File: src/rtl/alu_arb_pkg.sv
// rtl/alu_arb_pkg.sv - shared ALU opcodes, default widths and id width helper
package alu_arb_pkg;

  localparam int NUM_REQ_DEF = 4;
  localparam int DATA_W_DEF  = 32;
  localparam int OP_W_DEF    = 3;

  localparam logic [2:0] ALU_ADD = 3'b000;
  localparam logic [2:0] ALU_SUB = 3'b001;
  localparam logic [2:0] ALU_AND = 3'b010;
  localparam logic [2:0] ALU_OR  = 3'b011;
  localparam logic [2:0] ALU_XOR = 3'b100;
  localparam logic [2:0] ALU_SLL = 3'b101;
  localparam logic [2:0] ALU_SRL = 3'b110;
  localparam logic [2:0] ALU_SLT = 3'b111;

  // A single requester still needs a 1-bit id field.
  function automatic int id_width(input int n);
    return (n < 2) ? 1 : $clog2(n);
  endfunction

endpackage

File: src/rtl/rr_pick.sv
// rtl/rr_pick.sv - combinational round-robin picker: rotate by pointer, priority encode
module rr_pick
  import alu_arb_pkg::*;
#(
  parameter int N  = NUM_REQ_DEF,
  parameter int IW = id_width(NUM_REQ_DEF)
) (
  input  logic [N-1:0]  req,
  input  logic [IW-1:0] ptr,
  output logic [N-1:0]  grant,
  output logic [IW-1:0] idx,
  output logic          any_grant
);

  logic [2*N-1:0] dbl;
  logic [N-1:0]   rot;

  // rot[k] is requester (ptr + k) mod N, so the lowest set bit is the next in turn.
  assign dbl = {req, req};
  assign rot = N'(dbl >> ptr);

  always_comb begin
    int off;
    int sum;
    off       = 0;
    sum       = 0;
    any_grant = 1'b0;
    for (int k = N - 1; k >= 0; k--) begin
      if (rot[k]) begin
        off       = k;
        any_grant = 1'b1;
      end
    end
    sum = int'(ptr) + off;
    if (sum >= N) sum = sum - N;
    idx   = IW'(sum);
    grant = any_grant ? (N'(1) << idx) : '0;
  end

endmodule

File: src/rtl/alu_arbiter.sv
// rtl/alu_arbiter.sv - round-robin sharing of one combinational ALU with a registered response
module alu_arbiter
  import alu_arb_pkg::*;
#(
  parameter int NUM_REQ = NUM_REQ_DEF,
  parameter int DATA_W  = DATA_W_DEF,
  parameter int OP_W    = OP_W_DEF,
  parameter int ID_W    = id_width(NUM_REQ_DEF)
) (
  input  logic                      clk,
  input  logic                      rst_n,
  input  logic [NUM_REQ-1:0]        req_valid,
  output logic [NUM_REQ-1:0]        req_ready,
  input  logic [NUM_REQ*DATA_W-1:0] req_a,
  input  logic [NUM_REQ*DATA_W-1:0] req_b,
  input  logic [NUM_REQ*OP_W-1:0]   req_op,
  output logic [DATA_W-1:0]         alu_a,
  output logic [DATA_W-1:0]         alu_b,
  output logic [OP_W-1:0]           alu_op,
  input  logic [DATA_W-1:0]         alu_out,
  input  logic [31:0]               alu_flags,
  output logic                      rsp_valid,
  input  logic                      rsp_ready,
  output logic [ID_W-1:0]           rsp_id,
  output logic [DATA_W-1:0]         rsp_data,
  output logic [31:0]               rsp_flags
);

  logic [ID_W-1:0]    rr_ptr;
  logic [ID_W-1:0]    pick_idx;
  logic [NUM_REQ-1:0] pick_grant;
  logic               pick_any;
  logic               can_accept;
  logic               xfer;

  assign can_accept = !rsp_valid || rsp_ready;

  rr_pick #(.N(NUM_REQ), .IW(ID_W)) u_pick (
    .req       (req_valid),
    .ptr       (rr_ptr),
    .grant     (pick_grant),
    .idx       (pick_idx),
    .any_grant (pick_any)
  );

  assign req_ready = (rst_n && can_accept) ? pick_grant : '0;
  assign xfer      = pick_any && can_accept;

  // The winner drives the ALU even when stalled; idle cycles drive zeros, never X.
  always_comb begin
    alu_a  = '0;
    alu_b  = '0;
    alu_op = '0;
    if (pick_any) begin
      alu_a  = req_a[int'(pick_idx)*DATA_W +: DATA_W];
      alu_b  = req_b[int'(pick_idx)*DATA_W +: DATA_W];
      alu_op = req_op[int'(pick_idx)*OP_W +: OP_W];
    end
  end

  always_ff @(posedge clk or negedge rst_n) begin
    if (!rst_n) begin
      rsp_valid <= 1'b0;
      rsp_id    <= '0;
      rsp_data  <= '0;
      rsp_flags <= '0;
      rr_ptr    <= '0;
    end else if (xfer) begin
      rsp_valid <= 1'b1;
      rsp_id    <= pick_idx;
      rsp_data  <= alu_out;
      rsp_flags <= alu_flags;
      rr_ptr    <= (int'(pick_idx) == NUM_REQ - 1) ? '0 : pick_idx + ID_W'(1);
    end else if (rsp_ready) begin
      rsp_valid <= 1'b0;
    end
  end

endmodule

File: config.mk
export PLATFORM = sky130hd
export DESIGN_NAME = alu_arbiter
export DESIGN_NICKNAME = d
export VERILOG_FILES = /design/src/rtl/alu_arb_pkg.sv /design/src/rtl/rr_pick.sv /design/src/rtl/alu_arbiter.sv
export SDC_FILE = /design/constraint.sdc
export NUM_CORES = 1
export LEC_CHECK = 0
export ABC_AREA = 0
export CAP_MARGIN = 40
export CORE_AREA = 2 2 185 187
export CTS_CLUSTER_SIZE = 8
export DETAILED_ROUTE_END_ITERATION = 6
export DIE_AREA = 0 0 187 189
export SYNTH_ARGS = -nofsm -noshare
export SYNTH_HDL_FRONTEND = slang
export SYNTH_SLANG_ARGS = --single-unit
File: constraint.sdc
create_clock -name clk -period 4.2 [get_ports clk]
set_input_delay 0.63 -clock clk [delete_from_list [all_inputs] [get_ports clk]]
set_output_delay 0.63 -clock clk [all_outputs]
set_load 0.1 [all_outputs]
=== After elaboration in Yosys (flattened, before gate mapping) ===
Index checks and enable logic that the tools add are counted.

* Order comparisons: 1
* Add/subtract/negate cells: 3
* Eq/ne operators: 1
* $mul: 1
* Reduce and logical (&&, ||, !) cells: 5
* Shifts and indexed selects: 5
* Mux-type cells: 17

{| class="wikitable"
|+ Operators with widths
! cell !! count
|-
| $shiftx 128x8->32 || 2
|-
| $mux 32 || 2
|-
| $mux 2 || 6
|-
| $shiftx 12x5->3 || 1
|-
| $mux 4 || 2
|-
| $shr 8x2->4 || 1
|-
| $mux 1 || 6
|-
| $mul 2x2->4 const B || 1
|-
| $shl 1x2->4 const A || 1
|-
| $add 2x2->3 || 1
|-
| $ge 3x3->1 const B || 1
|-
| $mux 3 || 1
|-
| $add 2x1->2 const B || 1
|-
| $eq 2x1->1 const B || 1
|-
| $logic_and 1x1->1 || 2
|-
| $reduce_bool 2->1 || 1
|-
| $sub 2x1->2 const B || 1
|-
| $logic_not 1->1 || 1
|-
| $logic_or 1x1->1 || 1
|}

* Word-level logic and storage cells: 38
* Bits of input ports: 339
* Flip-flop bits (word level): 69

=== Logic depth before layout (Yosys ltp) ===
* Depth in word-level cells: 11
* Depth in mapped cells: 15
* Mapped depth without buffers: 13

=== By module ===
From an unflattened synthesis, not the netlist that was laid out.

* Cell total of the unflattened synthesis: 423
* Area, all modules: 4922.2 um2

{| class="wikitable"
|+ Modules (own cells, without submodules)
! module !! times used !! area each (um2) !! cells each
|-
| alu_arbiter || 1 || 4652.0 || 385
|-
| rr_pick || 1 || 270.3 || 38
|}

=== Worst setup path after synthesis ===
Ideal clock, no wire load.

* Path type: input to output
* From: input port req_valid[2]
* To: output port req_ready[0]
* Arrival: 4348 ps
* Stages on the path: 13
* Data required time: 3570 ps
* Buffers on the path: 2
* Slack: -778 ps
* Path through: clkbuf_1 > nor2b_1 > a21oi_1 > nor2_1 > a21oi_1 > a21oi_1 > ha_1 > xor2_1 > a31oi_4 > buf_6 > nor2_2 > inv_1 > nor3_1

* Longest elaborated chain between the ends: 11

{| class="wikitable"
|+ Ends and longest elaborated chain
! what !! line !! text
|-
| from (decl) || alu_arbiter.sv:12 || <nowiki>input logic [NUM_REQ-1:0] req_valid,</nowiki>
|-
| $shr 8x2->4 * || rr_pick.sv:20 || <nowiki>assign rot = N'(dbl >> ptr);</nowiki>
|-
| $mux 2 (4 in a row) || rr_pick.sv:29 || <nowiki>if (rot[k]) begin</nowiki>
|-
| $add 2x2->3 || rr_pick.sv:34 || <nowiki>sum = int'(ptr) + off;</nowiki>
|-
| $ge 3x3->1 or $sub 2x1->2 (tied branches) || rr_pick.sv:35 || <nowiki>if (sum >= N) sum = sum - N;</nowiki>
|-
| $mux 2 || rr_pick.sv:35 ||
|-
| $shl 1x2->4 || rr_pick.sv:37 || <nowiki>grant = any_grant ? (N'(1) << idx) : '0;</nowiki>
|-
| $mux 4 * || rr_pick.sv:37 ||
|-
| $mux 4 * || alu_arbiter.sv:46 || <nowiki>assign req_ready = (rst_n && can_accept) ? pick_grant : '0;</nowiki>
|-
| to (decl) || alu_arbiter.sv:13 || <nowiki>output logic [NUM_REQ-1:0] req_ready,</nowiki>
|}

Every way passes the cells marked *; elsewhere a longest branch is shown, timed or not.

=== Worst setup path after layout ===
* From: input port req_valid[0]
* To: output port alu_b[30]

* Longest elaborated chain between the ends: 10

{| class="wikitable"
|+ Ends and longest elaborated chain
! what !! line !! text
|-
| $shr 8x2->4 * || rr_pick.sv:20 ||
|-
| $mux 2 (4 in a row) || rr_pick.sv:29 ||
|-
| $add 2x2->3 || rr_pick.sv:34 ||
|-
| $ge 3x3->1 or $sub 2x1->2 (tied branches) || rr_pick.sv:35 ||
|-
| $mux 2 || rr_pick.sv:35 ||
|-
| $shiftx 128x8->32 || alu_arbiter.sv:56 || <nowiki>alu_b = req_b[int'(pick_idx)*DATA_W +: DATA_W];</nowiki>
|-
| $mux 32 * || alu_arbiter.sv:54 || <nowiki>if (pick_any) begin</nowiki>
|-
| to (decl) || alu_arbiter.sv:18 || <nowiki>output logic [DATA_W-1:0] alu_b,</nowiki>
|}

Marked as above.

==> impl_metrics.ini <==
[worst_setup_path]
cp_max_fo = 48
critPathCaptureType = output pin
crit_arrival_ns = 3.36
start_kind = primary input
path_class = primary input to output pin
required_ns = 3.57

[timing]
max_freq_mhz = 251
period_needed_ns = 3.99
final_hold_viol_count = 0
rsz0062_at_grt = false
worst_pin_slew_ns = 0.690
finalCritPeriodShare_pct = 95.0
fin_skew_ns = 0.00492
setup_violations = 0
drv_slew = 0
setup_slack_ns = 0.210
max_slew_margin_pct = 54.0

[floorplanning]
die_y_microns = 189
ios = 477
fp.dieW_microns = 187
dieArea_sq_mm = 0.0353
start_util_pct = 17.0
rows = 67
design.core.area_sq_mm = 0.0333

[clock_network]
cts_buffer_depth = 2
htree_levels = 3
cts.reportedPaths.clkPinSlew_ns = 0.05
clk_latency_ns = 0.33
cts_root_buffer = clkbuf_16
cts_made_buffers = 9
cts_tree = yes
cts.sinks = 69

[grt]
grt_usage_pct = 16.3
antenna_found_initial = 1
grt-ovfl-total = 0
grt_pass1_vias = 7468
grt_max_degree = 51
grt_pass1_wl_mm = 45.0

[drt]
drc = 0
wl_met1_mm = 11.9
wl_per_cell_microns = 19.1
drtPass1Iterations = 6
met2_length_mm = 15.3
num_vias = 6742
drtAntennaViolNets = 0
wl_met3_mm = 2.25
drtIter0Drc = 163
vias_per_cell = 4.31
drt_wl_total_mm = 29.8
route.top_layer_used = met4

[place]
portBuffers = 476
place.gp.congestion = 0.852
place_ws_ns = 0.000281
hpwl_mm = 24.4

[yosys]
yosys_warnings = 0
syn-instance-count = 580
synth_area_per_cell_sq_um = 9.77
syn_nets = 921
syn-cell-area_sq_mm = 0.00567
synth_cell_types = 35
ys_seq_area_share_pct = 30.5
ys_ff_latch = 69

[run]
max_cap_violations = 0

[layout]
final_nets = 1450
drive_above_1_share_pct = 41.4
synthToLayoutAreaGrowth_pct = 145

[outcome]
status = finished clean

[min_path]
holdCritPathClass = primary input to async pin
routing by layer:
metal | vias up | GRT usage [%]
li1 | 3198 | -
met1 | 3236 | 19.0
met2 | 282 | 29.6
met3 | 26 | 4.65
met4 | 0 | 3.60
met5 | - | 0
cell type report:
| cell class | count | area (sq um) |
|---|---|---|
| multi-input combinational | 446 | 3930 |
| clock inverter | 3 | 42.5 |
| fill | 3049 | 19400 |
| inverter | 4 | 15.0 |
| sequential | 69 | 1730 |
| timing repair buffer | 579 | 7320 |
| tap | 448 | 561 |
| clock buffer | 13 | 270 |
| antenna | 2 | 5.00 |
cell usage in the layout, fill, tap and decap left out, drive strengths merged, types with 2 or more instances in the layout:
master         netlist  routed
o21ai               69      69
dfrtp               69      69
nor2b                3       3
nand3               67      67
ha                   2       2
inv                  4       4
diode                0       2
clkbuf              31      13
a21oi               72      72
buf                 30     175
nor2                 7       7
mux2               199     199
a211oi               2       2
mux2i                2       2
nor4                 3       3
nand2b               4       4
nor3                 4       4
clkdlybuf4s50        0     404
synthesized netlist by cell type:
library cell,n,area [sq um]
buf_4,10,75.1
mux2_2,189,2130
nand2_1,1,3.75
a211oi_2,2,25.0
mux2_1,10,113
nor3_1,4,20.0
ha_1,2,25.0
buf_6,3,33.8
a211o_1,1,8.76
buf_2,17,85.1
nor2_1,6,22.5
and3b_1,1,8.76
nor4_2,2,25.0
inv_1,4,15.0
nand3_1,67,335
and3_1,1,6.26
nand2b_1,4,25.0
or4_4,1,11.3
a21oi_2,2,17.5
xnor2_1,1,8.76
xor2_1,1,8.76
a21oi_1,70,350
o21ai_1,31,155
nor4_4,1,21.3
a2111oi_2,1,15.0
o21a_1,1,7.51
dfrtp_1,69,1730
mux2i_1,2,20.0
o21ai_0,38,190
o31ai_2,1,12.5
nor2_2,1,6.26
nor2b_1,3,18.8
clkbuf_1,31,116
nand4_1,1,6.26
a31oi_4,1,21.3
path summary, 6_finish.rpt:
path / from / end / slack (ns) / depth (start not counted)
setup / recovery: req_valid[0] / alu_b[30] / 0.21 / 13
min in group clk: rsp_flags[24] / rsp_flags[24] / 0.49 / 1
max in group asynchronous: rst_n / rsp_flags[23] / 3.09 / 2
hold reg to reg: rsp_flags[24] / rsp_flags[24] / 0.49 / 1
hold / removal: rst_n / rr_ptr[0] / 0.20 / 1
setup reg to reg: rr_ptr[1] / rr_ptr[1] / 1.40 / 12
sequential cells by signal, indices dropped and copies added (netlist names):
name,count
rsp_valid,1
rsp_data,32
rr_ptr,2
rsp_flags,32
rsp_id,2
critical path: stages:
cell             delay (ns)
clkdlybuf4s50_1        0.50
inv_1                  0.05
o21ai_0                0.19
a21oi_1                0.10
nor3_1                 0.17
a21oi_1                0.09
ha_4                   0.19
xnor2_1                0.20
nor4_4                 0.36
buf_12                 0.27
o21ai_0                0.14
a21oi_2                0.22
buf_12                 0.20
per-stage QoR:
step	hold WS [ns]	cell area, sq um	utilization (%)	std cells	setup TNS (ns)
2_1_floorplan	0.334	5930	-	580	0
5_1_grt	0.209	13900	41.7	1563	0
6_report	0.198	13900	41.7	1564	0
3_5_place_dp	0.477	13500	40.7	1546	0
4_1_cts	0.194	13900	41.7	1562	0
3_3_place_gp	0.468	12100	36.4	1479	-0.0533
timing repair:
item | CTS | global route
endpoints found under the setup margin | 1 | 1
resized for setup | 1 | 1
pin swaps | 0 | 0
cloned | 0 | 0
hold buffers | 0 | 0
buffers inserted | 0 | 0
logic make-up after synthesis:
group | after synthesis | share of synthesized area, %
AO/OA/AOI/OAI | 148 | 14.2
XOR/XNOR | 2 | 0.309
adder cells (fa/ha/maj) | 2 | 0.441
buffers and inverters | 65 | 5.74
flip-flops | 69 | 30.5
multiplexers | 201 | 39.9
AND/OR/NAND/NOR | 93 | 9.00
Power is not shown: default switching activity piles up to over one toggle a cycle in this logic, so the estimate is an artifact.
